--- src/rtl/mole_spawner.sv ---
// ---------------------------------------------------------------------------
// mole_spawner : whack-a-mole spawner with LFSR position, lifetime and scoring
// Revision     : 1.0
// ---------------------------------------------------------------------------
`default_nettype none

module mole_spawner #(
    parameter int          LIFETIME_TICKS = 3,
    parameter logic [15:0] LFSR_SEED      = 16'hACE1
) (
    input  logic        clock_i,
    input  logic        reset_i,
    input  logic        tick_i,
    input  logic        enable_i,
    input  logic [15:0] switches_i,
    output logic [15:0] LEDs_o,
    output logic        whacked_o,
    output logic        missed_o,
    output logic [7:0]  hit_count_o,
    output logic [7:0]  miss_count_o
);

    typedef enum logic [1:0] {
        S_IDLE     = 2'd0,
        S_SPAWN    = 2'd1,
        S_UP       = 2'd2,
        S_COOLDOWN = 2'd3
    } state_t;

    localparam logic [3:0] C_LIFETIME = LIFETIME_TICKS[3:0];

    state_t      state_q, state_d;
    logic [15:0] lfsr_q, lfsr_d;
    logic [15:0] sw_q, sw_d;
    logic [15:0] leds_q, leds_d;
    logic [3:0]  pos_q, pos_d;
    logic [3:0]  life_q, life_d;
    logic [7:0]  hit_q, hit_d;
    logic [7:0]  miss_q, miss_d;
    logic        whacked_q, whacked_d;
    logic        missed_q, missed_d;

    logic        lfsr_fb;
    logic [3:0]  candidate;
    logic [3:0]  spawn_pos;
    logic [15:0] toggle;
    logic        hit_now;

    assign lfsr_fb   = lfsr_q[15] ^ lfsr_q[13] ^ lfsr_q[12] ^ lfsr_q[10];
    assign candidate = lfsr_q[3:0];
    // Never light the same hole twice in a row; the 4-bit add wraps 15 -> 0.
    assign spawn_pos = (candidate == pos_q) ? candidate + 4'd1 : candidate;
    assign toggle    = switches_i ^ sw_q;
    assign hit_now   = toggle[pos_q];

    always_comb begin
        state_d   = state_q;
        lfsr_d    = enable_i ? {lfsr_q[14:0], lfsr_fb} : lfsr_q;
        sw_d      = switches_i;
        leds_d    = leds_q;
        pos_d     = pos_q;
        life_d    = life_q;
        hit_d     = hit_q;
        miss_d    = miss_q;
        whacked_d = 1'b0;
        missed_d  = 1'b0;

        if (!enable_i) begin
            state_d = S_IDLE;
            leds_d  = 16'h0000;
        end else begin
            case (state_q)
                S_IDLE: begin
                    hit_d   = 8'd0;
                    miss_d  = 8'd0;
                    leds_d  = 16'h0000;
                    pos_d   = spawn_pos;
                    state_d = S_SPAWN;
                end
                S_SPAWN: begin
                    life_d  = C_LIFETIME;
                    leds_d  = 16'h0001 << pos_q;
                    state_d = S_UP;
                end
                S_UP: begin
                    // A hit wins over an expiring tick in the same cycle.
                    if (hit_now) begin
                        whacked_d = 1'b1;
                        hit_d     = (hit_q == 8'hFF) ? hit_q : hit_q + 8'd1;
                        leds_d    = 16'h0000;
                        state_d   = S_COOLDOWN;
                    end else if (tick_i) begin
                        if (life_q <= 4'd1) begin
                            missed_d = 1'b1;
                            miss_d   = (miss_q == 8'hFF) ? miss_q : miss_q + 8'd1;
                            leds_d   = 16'h0000;
                            state_d  = S_COOLDOWN;
                        end else begin
                            life_d = life_q - 4'd1;
                        end
                    end
                end
                S_COOLDOWN: begin
                    leds_d = 16'h0000;
                    if (tick_i) begin
                        pos_d   = spawn_pos;
                        state_d = S_SPAWN;
                    end
                end
                default: begin
                    leds_d  = 16'h0000;
                    state_d = S_IDLE;
                end
            endcase
        end
    end

    always_ff @(posedge clock_i or negedge reset_i) begin
        if (!reset_i) begin
            state_q   <= S_IDLE;
            lfsr_q    <= LFSR_SEED;
            sw_q      <= 16'h0000;
            leds_q    <= 16'h0000;
            pos_q     <= 4'd0;
            life_q    <= 4'd0;
            hit_q     <= 8'd0;
            miss_q    <= 8'd0;
            whacked_q <= 1'b0;
            missed_q  <= 1'b0;
        end else begin
            state_q   <= state_d;
            lfsr_q    <= lfsr_d;
            sw_q      <= sw_d;
            leds_q    <= leds_d;
            pos_q     <= pos_d;
            life_q    <= life_d;
            hit_q     <= hit_d;
            miss_q    <= miss_d;
            whacked_q <= whacked_d;
            missed_q  <= missed_d;
        end
    end

    assign LEDs_o       = leds_q;
    assign whacked_o    = whacked_q;
    assign missed_o     = missed_q;
    assign hit_count_o  = hit_q;
    assign miss_count_o = miss_q;

endmodule

`default_nettype wire

--- config.mk ---
export PLATFORM = sky130hd
export DESIGN_NAME = mole_spawner
export DESIGN_NICKNAME = d
export VERILOG_FILES = /design/src/rtl/mole_spawner.sv
export SDC_FILE = /design/constraint.sdc
export NUM_CORES = 1
export LEC_CHECK = 0
export ABC_CLOCK_PERIOD_IN_PS = 3050
export BUFFER_PORTS_ARGS = -buffer_cell sky130_fd_sc_hd__buf_2
export CORE_MARGIN = 2
export CORE_UTILIZATION = 40
export CTS_CLUSTER_DIAMETER = 120
export DETAILED_ROUTE_END_ITERATION = 7
export SLEW_MARGIN = 5
export SYNTH_ARGS = -nofsm -noshare
export SYNTH_HDL_FRONTEND = slang
export SYNTH_SLANG_ARGS = --single-unit
--- constraint.sdc ---
create_clock -name clock_i -period 3.05 [get_ports clock_i]
set_input_delay 0.7625 -clock clock_i [delete_from_list [all_inputs] [get_ports clock_i]]
set_output_delay 0.7625 -clock clock_i [all_outputs]
set_load 0.02 [all_outputs]
# --- Word level (Yosys, flattened, before mapping) ---
# Cells that the tools add are included.
# W data, S select, Z words.
word_totals:
  regBits: 76
  word_cells: 85
classes:
  bitwise_logic: 4
  n_eq_ne: 17
  muxes: 36
  order_cmp: 2
  reduce_logical: 11
  shift: 1
  n_addsub: 4
op_table:
  columns: ["cell", "count"]
  rows:
  - ["$mux W16", 4]
  - ["$mux W8", 6]
  - ["$pmux W16 S3", 1]
  - ["$pmux W8 S2", 2]
  - ["$mux W4", 5]
  - ["$add A8 B1 Y8 const B", 2]
  - ["$eq A8 B8 Y1 const B", 2]
  - ["$ne A2 B2 Y1 const B", 8]
  - ["$pmux W4 S2", 2]
  - ["$shl A1 B4 Y16 const A", 1]
  - ["$xor A16 B16 Y16", 1]
  - ["$mux W2", 5]
  - ["$mux W1", 9]
  - ["$ne A4 B4 Y1 const B", 2]
  - ["$pmux W2 S4", 1]
  - ["$reduce_and A3 Y1", 2]
  - ["$reduce_and A6 Y1", 1]
  - ["$reduce_bool A2 Y1", 3]
  - ["$lt A4 B5 Y1 const B", 1]
  - ["$reduce_and A5 Y1", 1]
  - ["$add A4 B1 Y4 const B", 1]
  - ["$bmux W1 S4", 1]
  - ["$eq A2 B2 Y1 const B", 2]
  - ["$eq A4 B4 Y1", 1]
  - ["9 further kinds", 11]

# --- Logic depth before layout (Yosys ltp) ---
depth:
  word_depth: 6
  depth_mapped: 10
  mapped_depth_nobuf: 8

# --- Worst setup path after synthesis ---
# OpenSTA, ideal clock, no wires.
synth_timing:
  path_type: "in2reg"
  start: "input port switches_i[1]"
  end: "register leds_q[10] (netlist: LEDs_o[10])"
  stages: 9
  arrival_ns: 2.236
  path_slack_ns: 0.689
  setup_ns: 0.125
  path_cell_list: "xor2_1 > o22a_1 > a21oi_2 > nor2_2 > o21ai_4 > and3_1 > buf_6 > buf_12 > mux2_4"
synth_between:
  elab_chain_len: 6
  elab_cells_between_ends: 9
  classes_between: "eq/ne (2); mux (5); bitwise (1); reduce/logical (1)"
synth_lines:
  columns: ["item", "line", "rtl"]
  rows:
  - ["start: declaration", "15", "input logic [15:0] switches_i,"]
  - ["$xor A16 B16 Y16 *", "53", "assign toggle = switches_i ^ sw_q;"]
  - ["$bmux W1 S4 *", "54", "assign hit_now = toggle[pos_q];"]
  - ["$mux W1 (not written as such) *", "54", null]
  - ["$mux W16", "87", "if (hit_now) begin"]
  - ["$pmux W16 S3", "72", "case (state_q)"]
  - ["$mux W16", "68", "if (!enable_i) begin"]
  - ["end signal: assignment", "134", "leds_q <= leds_d;"]
  - ["end: declaration", "35", "logic [15:0] leds_q, leds_d;"]
# Mark *: on every way between the ends. The rest lies on a longest branch, timed or not. The select of a mux whose other input is x is not followed.
# A chain may end at the register's enable or synchronous reset.

# --- Worst setup path in the final report ---
layout_timing:
  start: "register pos_q[1]"
  end: "register leds_q[2] (netlist: LEDs_o[2])"
layout_between:
  elab_chain_len: 5
  elab_cells_between_ends: 9
  classes_between: "eq/ne (2); shift (1); mux (5); reduce/logical (1)"
layout_lines:
  columns: ["item", "line", "rtl"]
  rows:
  - ["start: declaration", "36", "logic [3:0] pos_q, pos_d;"]
  - ["start signal: assignment", "135", "pos_q <= pos_d;"]
  - ["$bmux W1 S4", "54", null]
  - ["$mux W1 (not written as such)", "54", null]
  - ["$mux W16", "87", null]
  - ["$pmux W16 S3", "72", null]
  - ["$mux W16", "68", null]
# Parallel ways exist; a longest one is shown, timed or not. The select of a mux whose other input is x is not followed.

==> impl_metrics.env <==
export IMPL_outcome="completed"
export IMPL_start_util=0.415
export IMPL_antenna_found_initial=0
export IMPL_cts_made_buffers=9
export IMPL_reg2reg_from="pos_q[1]$_DFFE_PN0P_"
export IMPL_place_area_sq_mm=0.00427
export IMPL_final_common_cell="dfrtp_1"
export IMPL_cts_resized_gates=0
export IMPL_port_buffers=53
export IMPL_clock_sinks=76
export IMPL_dr_total_vias=2690
export IMPL_layout_common_cells="dfrtp_1, buf_2, nor2_1, nand2_1, mux2_2"
export IMPL_drt_total_wl_mm=7.54
export IMPL_totalPowerFinal_mw=3.61
export IMPL_reg2regPathDepth=8
export IMPL_leakage_nw=2.09
export IMPL_synthArstFlopShare=1.00
export IMPL_synth_edf_count=0
export IMPL_finClkSkew_ns=0.0131
export IMPL_slew_violations=0
export IMPL_max_freq_ghz=0.379
export IMPL_first_global_vias=2645
export IMPL_crit_path_cell_trace="nand2b_1 -> o22a_1 -> a21oi_2 -> nor2_2 -> o21ai_4 -> and3_1 -> buf_12 -> mux2_2"
export IMPL_slew_headroom=0.368
export IMPL_ir_worst_vdd_v=0.000306
export IMPL_setup_tns_ns=0
export IMPL_hold_viol_final=0
export IMPL_tightest_slew_ns=0.948
export IMPL_drive_gt1_frac=0.329
export IMPL_fin_area_sq_mm=0.00451
export IMPL_drv_cap=0
export IMPL_path_buf_inv=1
export IMPL_arrival_ns=2.87
export IMPL_crit_path_end_kind="flip-flop"
export IMPL_coreArea_sq_mm=0.00933
export IMPL_min_period_over_period=0.865
export IMPL_netlist_instances=347
export IMPL_hold_buffers=0
export IMPL_drcViolationCount=0
export IMPL_grt_overflow=0
export IMPL_cts_root_buffer="clkbuf_8"
export IMPL_yosysSeqAreaShare=0.493
export IMPL_firstDrtPassIters=4
export IMPL_cts_setup_buffers=0
export IMPL_cpPeakStageDelay_ns=0.43
export IMPL_setup_violations=0
export IMPL_grt_first_pass_wirelength_mm=12.8
export IMPL_crit_required_ns=3.28
export IMPL_cts_htree_levels=3
export IMPL_crit_type="flip-flop to flip-flop"
export IMPL_cp_slowest_cell="dfrtp_1"
export IMPL_rows=35
export IMPL_ys_ff_latch=76
export IMPL_worstPathMaxFanout=16
export IMPL_ios=54
export IMPL_synth_top_area_share=0.439
export IMPL_clock_path_buffers=2
export IMPL_wire_per_inst_um=14.1
export IMPL_tritoncts="yes"
export IMPL_grtUsageTotal=0.158
export IMPL_yosysTopAreaCell="dfrtp_1"
export IMPL_grt_max_degree=77
export IMPL_worstSkewPairLatency_ns=0.35
export IMPL_hpwl_mm=5.22
export IMPL_num_antenna_cells=0
export IMPL_startpoint="pos_q[1]$_DFFE_PN0P_"
export IMPL_ys_types=58
export IMPL_r2r_end="LEDs_o[2]$_DFFE_PN0P_"
export IMPL_path_delay_family="compound AO/OA/AOI/OAI gates"
export IMPL_finalCriticalPeriod_ns=2.64
export IMPL_yosys_warnings=0
export IMPL_drtIter0Drc=113
export IMPL_cp_start_kind="flip-flop"
export IMPL_synth_fp_nets=377
export IMPL_fp_dieW_um=102
export IMPL_power_density_mw_per_mm2=799
export IMPL_hp_class="flip-flop to flip-flop"
export IMPL_die_h_um=102
export IMPL_grt_setup_unrepaired="false"
export IMPL_synth_area_top_cells="dfrtp_1, mux2_2, dfstp_2, mux2_4, nor2_1"
export IMPL_avgViaCountPerCell=5.02
export IMPL_nets=432
export IMPL_area_growth_pct=16.5
export IMPL_cp_endpoint="LEDs_o[2]$_DFFE_PN0P_"
export IMPL_synth_avg_cell_area_sq_um=11.2
export IMPL_syn_cell_area_sq_mm=0.00387
export IMPL_routabilityCongestion=0.745
export IMPL_cts_reportedPaths_clkPinSlew_ns=0.08
export IMPL_rrSetupSlack_ns=0.41
export IMPL_ys_flop_type="dfrtp_1"
export IMPL_die_area_sq_mm=0.0105
export IMPL_ant_nets=0
export IMPL_crit_cells=8
[where the power goes]
part / leakage [nW] / switching [mW] / internal, mW
sequential: 0.957 / 0.211 / 1.24
combinational: 1.01 / 0.700 / 0.505
clock: 0.122 / 0.381 / 0.566
total: 2.09 / 1.29 / 2.31
[per-layer routing]
metal / share of wire / track usage / vias to the layer above
met1: 0.47 / 0.210 / 1319
li1: - / - / 1328
met4: 0.011 / 0.0636 / 0
met2: 0.49 / 0.251 / 38
met5: 0 / 0 / -
met3: 0.034 / 0.0335 / 5
[state kept, by name (all words and copies together), names as in the netlist]
signal,cells
LEDs_o,16
hit_count_o,8
lfsr_q,16
life_q,4
miss_count_o,8
missed_o,1
pos_q,4
state_q,2
sw_q,16
whacked_o,1
[synth_stat cells (2+ instances only)]
cell	instances
inv_1	9
ha_1	10
dfrtp_1	68
buf_6	2
o22a_1	4
mux2_4	10
and3_1	5
xor2_1	14
or3_1	4
o21ai_1	2
o211ai_1	3
a21oi_2	2
buf_2	4
o21ai_4	2
or2_2	2
nor3_2	4
nor3_1	5
mux2_2	23
dfstp_2	8
a31oi_1	3
xnor2_1	13
a31o_2	3
o21a_1	3
nand2b_1	3
clkbuf_1	4
nand2_1	31
a21oi_1	5
nor4b_1	2
buf_1	3
nand4_1	6
nor2_1	36
or4_1	2
nor4_1	2
o21ai_0	10
nand3_1	11
mux2i_1	7
[worst min path at each step]
stage / from / endpoint / depth (start not counted)
finish: lfsr_q[4]$_DFFE_PN0P_ / lfsr_q[4]$_DFFE_PN0P_ / 1
global route: switches_i[1] / sw_q[1]$_DFF_PN0_ / 1
CTS: LEDs_o[2]$_DFFE_PN0P_ / LEDs_o[2]$_DFFE_PN0P_ / 1
detailed placement: LEDs_o[11]$_DFFE_PN0P_ / LEDs_o[11]$_DFFE_PN0P_ / 1
global placement: lfsr_q[9]$_DFFE_PN0P_ / lfsr_q[10]$_DFFE_PN1P_ / 1
floorplan: reset_i / LEDs_o[0]$_DFFE_PN0P_ / 0
[cell families after synthesis]
family / after synthesis / synth area share
AO/OA/AOI/OAI: 51 / 0.101
buffers and inverters: 23 / 0.0316
AND/OR/NAND/NOR: 120 / 0.157
XOR/XNOR: 27 / 0.0610
flip-flops: 76 / 0.493
multiplexers: 40 / 0.124
adder cells (fa/ha/maj): 10 / 0.0323
[layout make-up]
| cell class | instances | area, sq um |
|---|---|---|
| clock inverters | 6 | 111 |
| repair buffers | 58 | 318 |
| flip-flops and latches | 76 | 1910 |
| inverters | 9 | 33.8 |
| fillers | 903 | 4810 |
| well taps | 129 | 161 |
| clock buffers | 10 | 138 |
| multi-input cells | 248 | 1840 |
[through the flow]
step	std cells	utilization	hold slack, ns	setup slack [ns]
6_report	536	0.484	0.506	0.410
5_1_grt	536	0.484	0.511	0.246
4_1_cts	536	0.484	0.510	0.380
3_5_place_dp	520	0.457	0.491	0.228
3_3_place_gp	520	0.457	0.489	0.272
2_1_floorplan	347	-	0.467	0.689
No activity file was read; power rests on OpenSTA's default activity.
